--- src/rtl/hub75_pkg.sv ---
// Shared types for the HUB75 BCM scheduler: FSM state encoding, the
// (row, plane) slot record and the slot-order advance rule.
package hub75_pkg;

  typedef enum logic [2:0] {
    ST_IDLE,
    ST_PRELOAD,
    ST_LATCH,
    ST_DISPLAY,
    ST_BLANK
  } bcm_state_t;

  // Fixed-width slot record, wide enough for any practical panel; modules
  // slice the low bits they need.
  localparam int SLOT_ROW_W   = 8;
  localparam int SLOT_PLANE_W = 4;

  typedef struct packed {
    logic [SLOT_ROW_W-1:0]   row;
    logic [SLOT_PLANE_W-1:0] plane;
  } slot_t;

  // Planes advance first; the row steps after the last plane and wraps
  // after the last scan row.
  function automatic slot_t next_slot(slot_t cur,
                                      logic [SLOT_ROW_W-1:0] last_row,
                                      logic [SLOT_PLANE_W-1:0] last_plane);
    slot_t n;
    n = cur;
    if (cur.plane == last_plane) begin
      n.plane = '0;
      n.row   = (cur.row == last_row) ? '0 : cur.row + 8'd1;
    end else begin
      n.plane = cur.plane + 4'd1;
    end
    return n;
  endfunction

endpackage

--- src/rtl/hub75_bcm_slot_counter.sv ---
// Row/plane pointer for the slot currently being requested from the
// column shifter. Cleared to (0,0) while idle, stepped once per latch.
module hub75_bcm_slot_counter
  import hub75_pkg::*;
#(
  parameter int SCAN_ROWS_P = 32,
  parameter int BPP_P       = 8
) (
  input  logic                           clk,
  input  logic                           rst_n,
  input  logic                           i_clear,
  input  logic                           i_advance,
  output logic [$clog2(SCAN_ROWS_P)-1:0] o_row,
  output logic [$clog2(BPP_P)-1:0]       o_plane,
  output logic                           o_first
);

  localparam logic [SLOT_ROW_W-1:0]   LAST_ROW   = SLOT_ROW_W'(SCAN_ROWS_P - 1);
  localparam logic [SLOT_PLANE_W-1:0] LAST_PLANE = SLOT_PLANE_W'(BPP_P - 1);

  slot_t slot_q;
  slot_t slot_d;

  // Next pointer: clear wins over advance.
  always_comb begin
    slot_d = slot_q;
    if (i_clear) begin
      slot_d = '0;
    end else if (i_advance) begin
      slot_d = next_slot(slot_q, LAST_ROW, LAST_PLANE);
    end
  end

  // Pointer register.
  always_ff @(posedge clk or negedge rst_n) begin
    if (!rst_n) begin
      slot_q <= '0;
    end else begin
      slot_q <= slot_d;
    end
  end

  assign o_row   = slot_q.row[$clog2(SCAN_ROWS_P)-1:0];
  assign o_plane = slot_q.plane[$clog2(BPP_P)-1:0];
  assign o_first = (slot_q == '0);

endmodule

--- src/rtl/hub75_bcm_scheduler.sv ---
// Handshaked HUB75 BCM scheduler: requests each (row, plane) slot from the
// column shifter, latches it, shows it for base<<plane cycles, then blanks.
// Optional macro HUB75_BCM_DIM_EN adds i_dim, which shortens the OE-low
// window inside each slot without changing slot timing.
module hub75_bcm_scheduler
  import hub75_pkg::*;
#(
  parameter int ROWS_P     = 64,
  parameter int SEGMENTS_P = 2,
  parameter int BPP_P      = 8,
  parameter int CNT_W_P    = 16
) (
  input  logic                                  clk,
  input  logic                                  rst_n,
  input  logic                                  i_en,
  input  logic [CNT_W_P-1:0]                    i_base_wait,
  input  logic [CNT_W_P-1:0]                    i_blank,
`ifdef HUB75_BCM_DIM_EN
  input  logic [7:0]                            i_dim,
`endif
  output logic                                  o_load_valid,
  input  logic                                  i_load_ready,
  output logic [$clog2(ROWS_P/SEGMENTS_P)-1:0]  o_load_row,
  output logic [$clog2(BPP_P)-1:0]              o_load_plane,
  output logic                                  o_lat,
  output logic                                  o_oe_n,
  output logic [$clog2(ROWS_P/SEGMENTS_P)-1:0]  o_row_sel,
  output logic                                  o_frame_start,
  output logic                                  o_stall
);

  localparam int SCAN_P    = ROWS_P / SEGMENTS_P;
  localparam int ROW_W_P   = $clog2(SCAN_P);
  localparam int PLANE_W_P = $clog2(BPP_P);
  localparam int DW_P      = CNT_W_P + BPP_P;

  bcm_state_t             state_q;
  logic                   oe_n_q, lat_q, valid_q, fs_q, stall_q, load_done_q;
  logic [ROW_W_P-1:0]     row_sel_q;
  logic [PLANE_W_P-1:0]   disp_plane_q;
  logic [DW_P-1:0]        cnt_q, on_q;
  logic [CNT_W_P-1:0]     bcnt_q, sh_base_q, sh_blank_q;
  logic [ROW_W_P-1:0]     ptr_row;
  logic [PLANE_W_P-1:0]   ptr_plane;
  logic                   ptr_first;
  logic [CNT_W_P-1:0]     eff_base;
  logic [DW_P-1:0]        w_lat, on_lat;
  logic                   hs, loaded, enter_latch, ptr_clear;
`ifdef HUB75_BCM_DIM_EN
  logic [7:0]             sh_dim_q, eff_dim;
  logic [DW_P+8:0]        dim_prod;
`endif

  assign ptr_clear = !i_en || (state_q == ST_IDLE);

  hub75_bcm_slot_counter #(
    .SCAN_ROWS_P (SCAN_P),
    .BPP_P       (BPP_P)
  ) u_slot (
    .clk       (clk),
    .rst_n     (rst_n),
    .i_clear   (ptr_clear),
    .i_advance (enter_latch),
    .o_row     (ptr_row),
    .o_plane   (ptr_plane),
    .o_first   (ptr_first)
  );

  // Slot timing for the slot being latched and the latch-entry condition.
  // During the (0,0) latch the live config is used since the shadow only
  // updates at the end of that cycle.
  always_comb begin
    eff_base = fs_q ? i_base_wait : sh_base_q;
    w_lat    = {{BPP_P{1'b0}}, eff_base} << disp_plane_q;
`ifdef HUB75_BCM_DIM_EN
    eff_dim  = fs_q ? i_dim : sh_dim_q;
    dim_prod = {9'b0, w_lat} * {{(DW_P + 1){1'b0}}, eff_dim} + {9'b0, w_lat};
    on_lat   = DW_P'(dim_prod >> 8);
`else
    on_lat   = w_lat;
`endif
    hs          = valid_q & i_load_ready;
    loaded      = load_done_q | hs;
    enter_latch = 1'b0;
    case (state_q)
      ST_PRELOAD: enter_latch = hs;
      ST_DISPLAY: enter_latch = (cnt_q == DW_P'(1)) && (sh_blank_q == '0) && loaded;
      ST_BLANK:   enter_latch = (bcnt_q < CNT_W_P'(2)) && loaded;
      default:    enter_latch = 1'b0;
    endcase
  end

  // Scheduler FSM with registered panel and handshake outputs.
  always_ff @(posedge clk or negedge rst_n) begin
    if (!rst_n) begin
      state_q      <= ST_IDLE;
      oe_n_q       <= 1'b1;
      lat_q        <= 1'b0;
      valid_q      <= 1'b0;
      fs_q         <= 1'b0;
      stall_q      <= 1'b0;
      load_done_q  <= 1'b0;
      row_sel_q    <= '0;
      disp_plane_q <= '0;
      cnt_q        <= '0;
      on_q         <= '0;
      bcnt_q       <= '0;
      sh_base_q    <= '0;
      sh_blank_q   <= '0;
`ifdef HUB75_BCM_DIM_EN
      sh_dim_q     <= '0;
`endif
    end else if (!i_en) begin
      // Stop abandons any pending load; the shifter simply sees valid drop.
      state_q     <= ST_IDLE;
      oe_n_q      <= 1'b1;
      lat_q       <= 1'b0;
      valid_q     <= 1'b0;
      fs_q        <= 1'b0;
      stall_q     <= 1'b0;
      load_done_q <= 1'b0;
      row_sel_q   <= '0;
    end else begin
      lat_q <= 1'b0;
      fs_q  <= 1'b0;
      if (enter_latch) begin
        state_q      <= ST_LATCH;
        lat_q        <= 1'b1;
        oe_n_q       <= 1'b1;
        valid_q      <= 1'b0;
        stall_q      <= 1'b0;
        row_sel_q    <= ptr_row;
        disp_plane_q <= ptr_plane;
        fs_q         <= ptr_first;
      end else begin
        case (state_q)
          ST_IDLE: begin
            state_q <= ST_PRELOAD;
            valid_q <= 1'b1;
          end
          ST_PRELOAD: valid_q <= 1'b1;
          ST_LATCH: begin
            if (fs_q) begin
              sh_base_q  <= i_base_wait;
              sh_blank_q <= i_blank;
`ifdef HUB75_BCM_DIM_EN
              sh_dim_q   <= i_dim;
`endif
            end
            state_q     <= ST_DISPLAY;
            cnt_q       <= w_lat;
            on_q        <= on_lat;
            oe_n_q      <= (on_lat == '0);
            valid_q     <= 1'b1;
            load_done_q <= 1'b0;
          end
          ST_DISPLAY: begin
            if (hs) begin
              valid_q     <= 1'b0;
              load_done_q <= 1'b1;
            end
            if (on_q != '0) on_q <= on_q - DW_P'(1);
            oe_n_q <= !(on_q > DW_P'(1));
            if (cnt_q == DW_P'(1)) begin
              state_q <= ST_BLANK;
              oe_n_q  <= 1'b1;
              bcnt_q  <= sh_blank_q;
              stall_q <= (sh_blank_q == '0);
            end else begin
              cnt_q <= cnt_q - DW_P'(1);
            end
          end
          ST_BLANK: begin
            if (hs) begin
              valid_q     <= 1'b0;
              load_done_q <= 1'b1;
            end
            if (bcnt_q != '0) bcnt_q <= bcnt_q - CNT_W_P'(1);
            stall_q <= (bcnt_q < CNT_W_P'(2));
          end
          default: state_q <= ST_IDLE;
        endcase
      end
    end
  end

  assign o_load_valid  = valid_q;
  assign o_load_row    = ptr_row;
  assign o_load_plane  = ptr_plane;
  assign o_lat         = lat_q;
  assign o_oe_n        = oe_n_q;
  assign o_row_sel     = row_sel_q;
  assign o_frame_start = fs_q;
  assign o_stall       = stall_q;

endmodule

--- config.mk ---
export PLATFORM = sky130hd
export DESIGN_NAME = hub75_bcm_scheduler
export DESIGN_NICKNAME = d
export VERILOG_FILES = /design/src/rtl/hub75_pkg.sv /design/src/rtl/hub75_bcm_slot_counter.sv /design/src/rtl/hub75_bcm_scheduler.sv
export SDC_FILE = /design/constraint.sdc
export NUM_CORES = 1
export LEC_CHECK = 0
export ABC_AREA = 1
export BUFFER_PORTS_ARGS = -buffer_cell sky130_fd_sc_hd__buf_2
export CORE_MARGIN = 10
export CORE_UTILIZATION = 63
export CTS_BUF_LIST = sky130_fd_sc_hd__clkbuf_8
export DETAILED_ROUTE_END_ITERATION = 8
export HOLD_SLACK_MARGIN = 0.02
export PLACE_DENSITY = 0.9
export SYNTH_ARGS = -nofsm -noshare
export SYNTH_HDL_FRONTEND = slang
export SYNTH_SLANG_ARGS = --single-unit
export TNS_END_PERCENT = 50
--- constraint.sdc ---
create_clock -name clk -period 2.4 [get_ports clk]
set_input_delay 0.12 -clock clk [delete_from_list [all_inputs] [get_ports clk]]
set_output_delay 0.12 -clock clk [all_outputs]
set_load 0.01 [all_outputs]
# Word level (Yosys, flattened, before mapping)
# Index checks and enable logic that the tools add are counted.
[op_classes] add_sub_neg=5 order_cmp=2 n_eq_ne=21 shifts=1 mux=40 n_bitwise=3 n_reduce_logical=30
[op_table] cell="case mux 24 bit (2 select lines)" n=2
[op_table] cell="two-way mux 16 bit" n=3
[op_table] cell="two-way mux 24 bit" n=2
[op_table] cell="subtractor 24 x 1 -> 24 bit (second input constant)" n=2
[op_table] cell="case mux 16 bit (2 select lines)" n=1
[op_table] cell="equality test 24 x 1 -> 1 bit (second input constant)" n=1
[op_table] cell="> comparator 24 x 1 -> 1 bit (second input constant)" n=1
[op_table] cell="logical NOT 24 bit" n=1
[op_table] cell="two-way mux 12 bit" n=2
[op_table] cell="nonzero test 24 bit" n=1
[op_table] cell="<< shifter 16 x 3 -> 24 bit" n=1
[op_table] cell="logical NOT 16 bit" n=1
[op_table] cell="less-than comparator 16 x 2 -> 1 bit (second input constant)" n=1
[op_table] cell="two-way mux 1 bit" n=16
[op_table] cell="two-way mux 8 bit" n=2
[op_table] cell="nonzero test 16 bit" n=1
[op_table] cell="subtractor 16 x 1 -> 16 bit (second input constant)" n=1
[op_table] cell="logical NOT 12 bit" n=1
[op_table] cell="case mux 3 bit (4 select lines)" n=1
[op_table] cell="AND reduction 4 bit" n=3
[op_table] cell="two-way mux 5 bit" n=2
[op_table] cell="inequality test 2 bit (second input constant)" n=5
[op_table] cell="AND reduction 2 bit" n=5
[op_table] cell="two-way mux 3 bit" n=3
[op_table] cell="28 further kinds" n=43
[word_totals] reg_bits=125 output_inout_bits=18

# Logic depth before layout (Yosys ltp)
[logic_depth] depth_word=6 mapped_depth=15 depth_no_buf=14

# Cells and area by module
# A second synthesis with hierarchy kept.
[unflattened] hier_cells=1199 hier_area_um2=8301.7
[modules_own_cells] mod="hub75_bcm_scheduler" instances=1 cells_per_inst=1096 area_per_inst_um2=7511.0 seq_area_each_um2=2829.0
[modules_own_cells] mod="hub75_bcm_slot_counter" instances=1 cells_per_inst=103 area_per_inst_um2=790.8 seq_area_each_um2=300.3

# Worst setup path after synthesis
# Ideal clock, no wire load.
[synth_path] kind="register -> register" startpoint="register on_q[0]" endpoint="register on_q[7]" setup_ps=117 t_arrival_ps=1780 path_slack_ps=503 stages_incl_launch_ff=14 path_buffers=2 synth_period_minus_slack_ps=1897 path_cell_list="dfrtp_1 > inv_1 > ha_1 > inv_1 > nor2_2 > nand2_1 > nor2_1 > nand3_1 > nor2_1 > nor2_1 > buf_4 > buf_4 > nand2_1 > nand2_1"
[synth_between] elab_chain_cells=3
[synth_lines] item="from (decl)" line_no="hub75_bcm_scheduler.sv:41" source="logic [DW_P-1:0] cnt_q, on_q;"
[synth_lines] item="from (signal assigned)" line_no="hub75_bcm_scheduler.sv:152" source="on_q <= on_lat;"
[synth_lines] item="from (signal assigned)" line_no="hub75_bcm_scheduler.sv:162" source="if (on_q != '0) on_q <= on_q - DW_P'(1);"
[synth_lines] item="subtractor 24 x 1 -> 24 bit or nonzero test 24 bit (tied branches)" line_no="hub75_bcm_scheduler.sv:162"
[synth_lines] item="two-way mux 24 bit or inequality test 2 bit (tied branches)"
[synth_lines] item="case mux 24 bit (2 select lines) or AND reduction 4 bit (tied branches)"
# Parallel ways exist; a longest one is shown, timed or not. The select of a mux whose other input is x is not followed.
# A chain may end at the register's enable or synchronous reset.

# Worst setup path after layout
[layout_path] startpoint="register state_q[0]" endpoint="register cnt_q[19]"
[layout_between] elab_chain_cells=4
[layout_lines] item="from (decl)" line_no="hub75_bcm_scheduler.sv:37" source="bcm_state_t state_q;"
[layout_lines] item="from (signal assigned)" line_no="hub75_bcm_scheduler.sv:96" source="state_q <= ST_IDLE;"
[layout_lines] item="from (signal assigned)" line_no="hub75_bcm_scheduler.sv:115" source="state_q <= ST_IDLE;"
[layout_lines] item="from (signal assigned)" line_no="hub75_bcm_scheduler.sv:127" source="state_q <= ST_LATCH;"
[layout_lines] item="equality test 3 bit, or another cell as far along" line_no="hub75_bcm_scheduler.sv:85" source="case (state_q)"
[layout_lines] item="case mux 1 bit (3 select lines)" line_no="hub75_bcm_scheduler.sv:85"
[layout_lines] item="inverter 1 bit (no line)"
[layout_lines] item="AND reduction 4 bit (no line)"
[layout_lines] item="to (signal assigned)" line_no="hub75_bcm_scheduler.sv:151" source="cnt_q <= w_lat;"
[layout_lines] item="to (signal assigned)" line_no="hub75_bcm_scheduler.sv:170" source="cnt_q <= cnt_q - DW_P'(1);"
[layout_lines] item="to (decl)" line_no="hub75_bcm_scheduler.sv:41"
# Parallel ways exist; a longest one is shown, timed or not.

==> impl_results.md <==
- Syn-to-layout area delta: 14.9%
- Crit path capture type: flop
- Longest Clk Path Bufs: 2
- Critical Path AT: about 2.6 ns
- Post-synthesis async set-or-reset flop share: 100%
- Clock sinks: 125
- Final Critical Period: 2.19 ns
- CTS tree: yes
- Net Count, Synth: about 1200
- Hold Vio Cnt, Final: 0
- Vias in the first global route: 7799
- Ratio of cells with drive above 1 in the final layout: between 10% and 20%
- Initial antenna violation count: 0
- Critical path cell sequence: nor2_4, nand2_2, inv_2, nor2_1, nand3_1, o21ai_2, nand4_2, nand3_1, nor2_2, buf_6, nand2_1, nand2_1, nand2_1
- Initial DRT Pass Iterations: 5
- Fin Setup TNS: 0 ns
- Nets: roughly 1300
- Hold crit path type: in2reg
- Worst path bufs/invs: 2
- Seq/Total Area, Yosys: between 30% and 40%
- Placed wire-length estimate: roughly 15000 um
- Worst-path clk slew: 0.08 ns
- Critical path class: reg2reg
- CP dominant cell by count: nand2_1
- Critical path's largest stage delay: 0.47 ns
- Synth warn: 0
- Final core utilization: around three quarters
- Worst-Margin Slew: 0.941 ns
- Crit path max fanout: 38
- CTS Buf Count: 17
- H-tree depth: 4
- Vias: between 8000 and 9000
- Maxcap violations: 0
- Routed WL per cell: ~16 um
- Final period util: between 90% and 100%
- Clk_lat worst skew: 0.47 ns
- Main flop type after synthesis: dfrtp_1
- Num rows: 41
- Number of synthesized flops with an enable pin: 0
- Yosys cell types: 44
- CTS root buffer: clkbuf_8
- Vias per inst: 5.79
- Setup Skew: roughly 0.013 ns
- Die Wd: around 130 um
- Die area: between 15000 and 20000 sq um
- Top Ports: 54
- WL met1: 8930 um
- Number of slew-limit violations in the final report: 0
- Worst rel slew slack: between 30 and 40%
- Achievable Freq: 0.456 GHz
- #FFs+latches synth: approximately 130
- RSZ-0062 raised after global routing: no
- CP max stage cell: dfrtp_1
- Highest metal used: met4
- Overflow after GRT: 0
- Instance count of the mapped netlist: 1162
- Post-Route WL: around 22000 um
- Worst setup SP type: flop
- Ant. Diodes: 0
- Initial Utilization: 64.0%
- Initial drt markers: approximately 730
- Routability cong.: 0.956
- Pwr Density: 933 nW/um^2
- Met3 Routed Length: 1610 um
- Cell area after synthesis: approximately 8000 sq um
- Outcome: completed
- P_leak: 4.55 nW
- Largest net degree at the start of global routing: 58
- First-pass GRT wire length: 37300 um
- Port buffer count: 53
- Crit path depth: 13
- Die height: 133 um
- Met2 Routed Length: 10900 um
- DRC viols: 0
- Syn Area/Cell: 6.92 sq um
- Worst-case reg-to-reg path depth: 13
- Worst Hold Depth: 5
- Setup Viol. Count Final: 0
- Max IR drop VDD: between 500 and 600 uV
- CP Data Required Time: 2.77 ns
- Delay-heaviest family, CP: simple AND/OR/NAND/NOR gates
- Final ANT Viol Nets: 0
- Core area: roughly 13000 sq um
- Worst R2R Setup Slack: 0.21 ns
- GRT Util Overall: 25.3%
-- repair_timing --
| action | in CTS | in global routing |
|---|---|---|
| resized for setup | 0 | 7 |
| setup endpoints to repair | 0 | 73 |
| hold buffers | 33 | 0 |
| setup buffers | 0 | 1 |
| endpoints found under the hold margin | 65 | 0 |
-- path summary, 6_finish.rpt --
kind                                         from                       end
max                        state_q[0]$_DFFE_PN0P_     cnt_q[19]$_DFFE_PN0P_
min                                  i_load_ready   load_done_q$_DFFE_PN0P_
max reg2reg                state_q[0]$_DFFE_PN0P_     cnt_q[19]$_DFFE_PN0P_
min reg2reg                 bcnt_q[7]$_DFFE_PN0P_     bcnt_q[7]$_DFFE_PN0P_
max in group asynchronous                   rst_n        o_oe_n$_DFFE_PN1P_
min in group asynchronous                   rst_n  sh_base_q[3]$_DFFE_PN0P_
-- synth_stat cells (4+ instances only) --
master | instances | share of area [%]
a21oi_1 | 26 | 1.6
buf_4 | 10 | 0.93
buf_1 | 5 | 0.23
inv_1 | 88 | 4.1
xnor2_1 | 7 | 0.76
nand4_1 | 31 | 2.4
xor2_1 | 33 | 3.6
nor2_1 | 123 | 5.7
o21ai_0 | 67 | 4.2
inv_2 | 5 | 0.23
o31ai_1 | 4 | 0.37
a31oi_1 | 16 | 1.2
mux2_2 | 6 | 0.84
dfrtp_1 | 124 | 39
o21ai_1 | 27 | 1.7
ha_1 | 10 | 1.6
buf_2 | 13 | 0.81
nor4_1 | 4 | 0.31
clkbuf_1 | 19 | 0.89
nand3_1 | 151 | 9.4
nand2_1 | 341 | 16
nor3_1 | 17 | 1.1
nand2_2 | 4 | 0.31
-- where the power goes --
group          internal, mW  switching, mW  leakage (nW)
combinational          1.20           2.23          2.82
sequential             2.74          0.575          1.53
clock                 0.948          0.928         0.202
-- kinds of logic (layout without fill, tap and decap cells) --
logic type | Yosys count | in the layout | synth area share, %
compound gates | 149 | 149 | 9.96
flops | 125 | 125 | 38.9
mux | 6 | 6 | 0.840
buf+inv | 145 | 238 | 7.64
xor+xnor | 40 | 40 | 4.36
simple gates | 687 | 687 | 36.7
fa+ha+maj | 10 | 10 | 1.56
-- cell usage in the layout, fill, tap and decap left out, types with 3 or more instances in the layout --
master	n
buf_4	23
nand3_1	150
xor2_1	33
nor3_1	17
dlygate4sd3_1	33
o31ai_1	4
nor3b_1	3
o21ai_1	27
mux2_2	6
ha_1	10
inv_1	90
nand2_1	341
nor4_1	4
or2_2	3
nor2_1	118
clkbuf_8	18
a21oi_1	26
dfrtp_1	124
a31oi_1	16
xnor2_1	7
o21ai_0	67
nor2_2	6
buf_2	52
nand4_1	31
clkinv_4	4
inv_2	5
nand2_2	3
nor2_4	4
-- routing by layer --
layer	vias to the layer above	GRT usage, %
met4	0	11.7
met5	-	0
met1	3835	30.4
met2	376	42.3
li1	3991	-
met3	64	5.72
-- layout make-up --
cell class / instances / area (sq um)
Inverter: 95 / 357
Tap cell: 172 / 215
Clock buffer: 18 / 248
Clock inverter: 14 / 145
Sequential cell: 125 / 3130
Multi-Input combinational cell: 892 / 4330
Fill cell: 987 / 3330
Timing Repair Buffer: 111 / 815
-- state kept, by name, indices dropped and copies added (netlist names) --
| name | cells |
|---|---|
| o_load_valid | 1 |
| disp_plane_q | 3 |
| o_row_sel | 5 |
| u_slot.o_row | 5 |
| o_oe_n | 1 |
| o_lat | 1 |
| sh_base_q | 16 |
| sh_blank_q | 16 |
| bcnt_q | 16 |
| u_slot.o_plane | 3 |
| o_stall | 1 |
| u_slot.slot_q | 4 |
| cnt_q | 24 |
| state_q | 3 |
| o_frame_start | 1 |
| load_done_q | 1 |
| on_q | 24 |
-- worst register-to-register path: stages (launching register included) --
cell and delay [ns]:
dfrtp_1 0.47, nor2_4 0.16, nand2_2 0.07, inv_2 0.08, nor2_1 0.06, nand3_1 0.10, o21ai_2 0.07, nand4_2 0.13
nand3_1 0.18, nor2_2 0.26, buf_6 0.30, nand2_1 0.10, nand2_1 0.06, nand2_1 0.04
-- metrics by stage --
step / cells / cell area, sq um / hold WS, ns / power [mW] / setup WS [ns]
4_1_cts: 1426 / 9200 / 0.119 / 8.52 / 0.0763
3_3_place_gp: 1361 / 8480 / 0.104 / 6.49 / 0.186
6_report: 1427 / 9240 / 0.140 / 8.62 / 0.208
2_1_floorplan: 1162 / 8040 / -0.176 / 5.71 / 0.503
5_1_grt: 1427 / 9240 / 0.156 / 9.27 / 0.0200
3_5_place_dp: 1361 / 8480 / 0.104 / 6.61 / 0.108
Note: power is estimated with default switching activity, not from simulation.
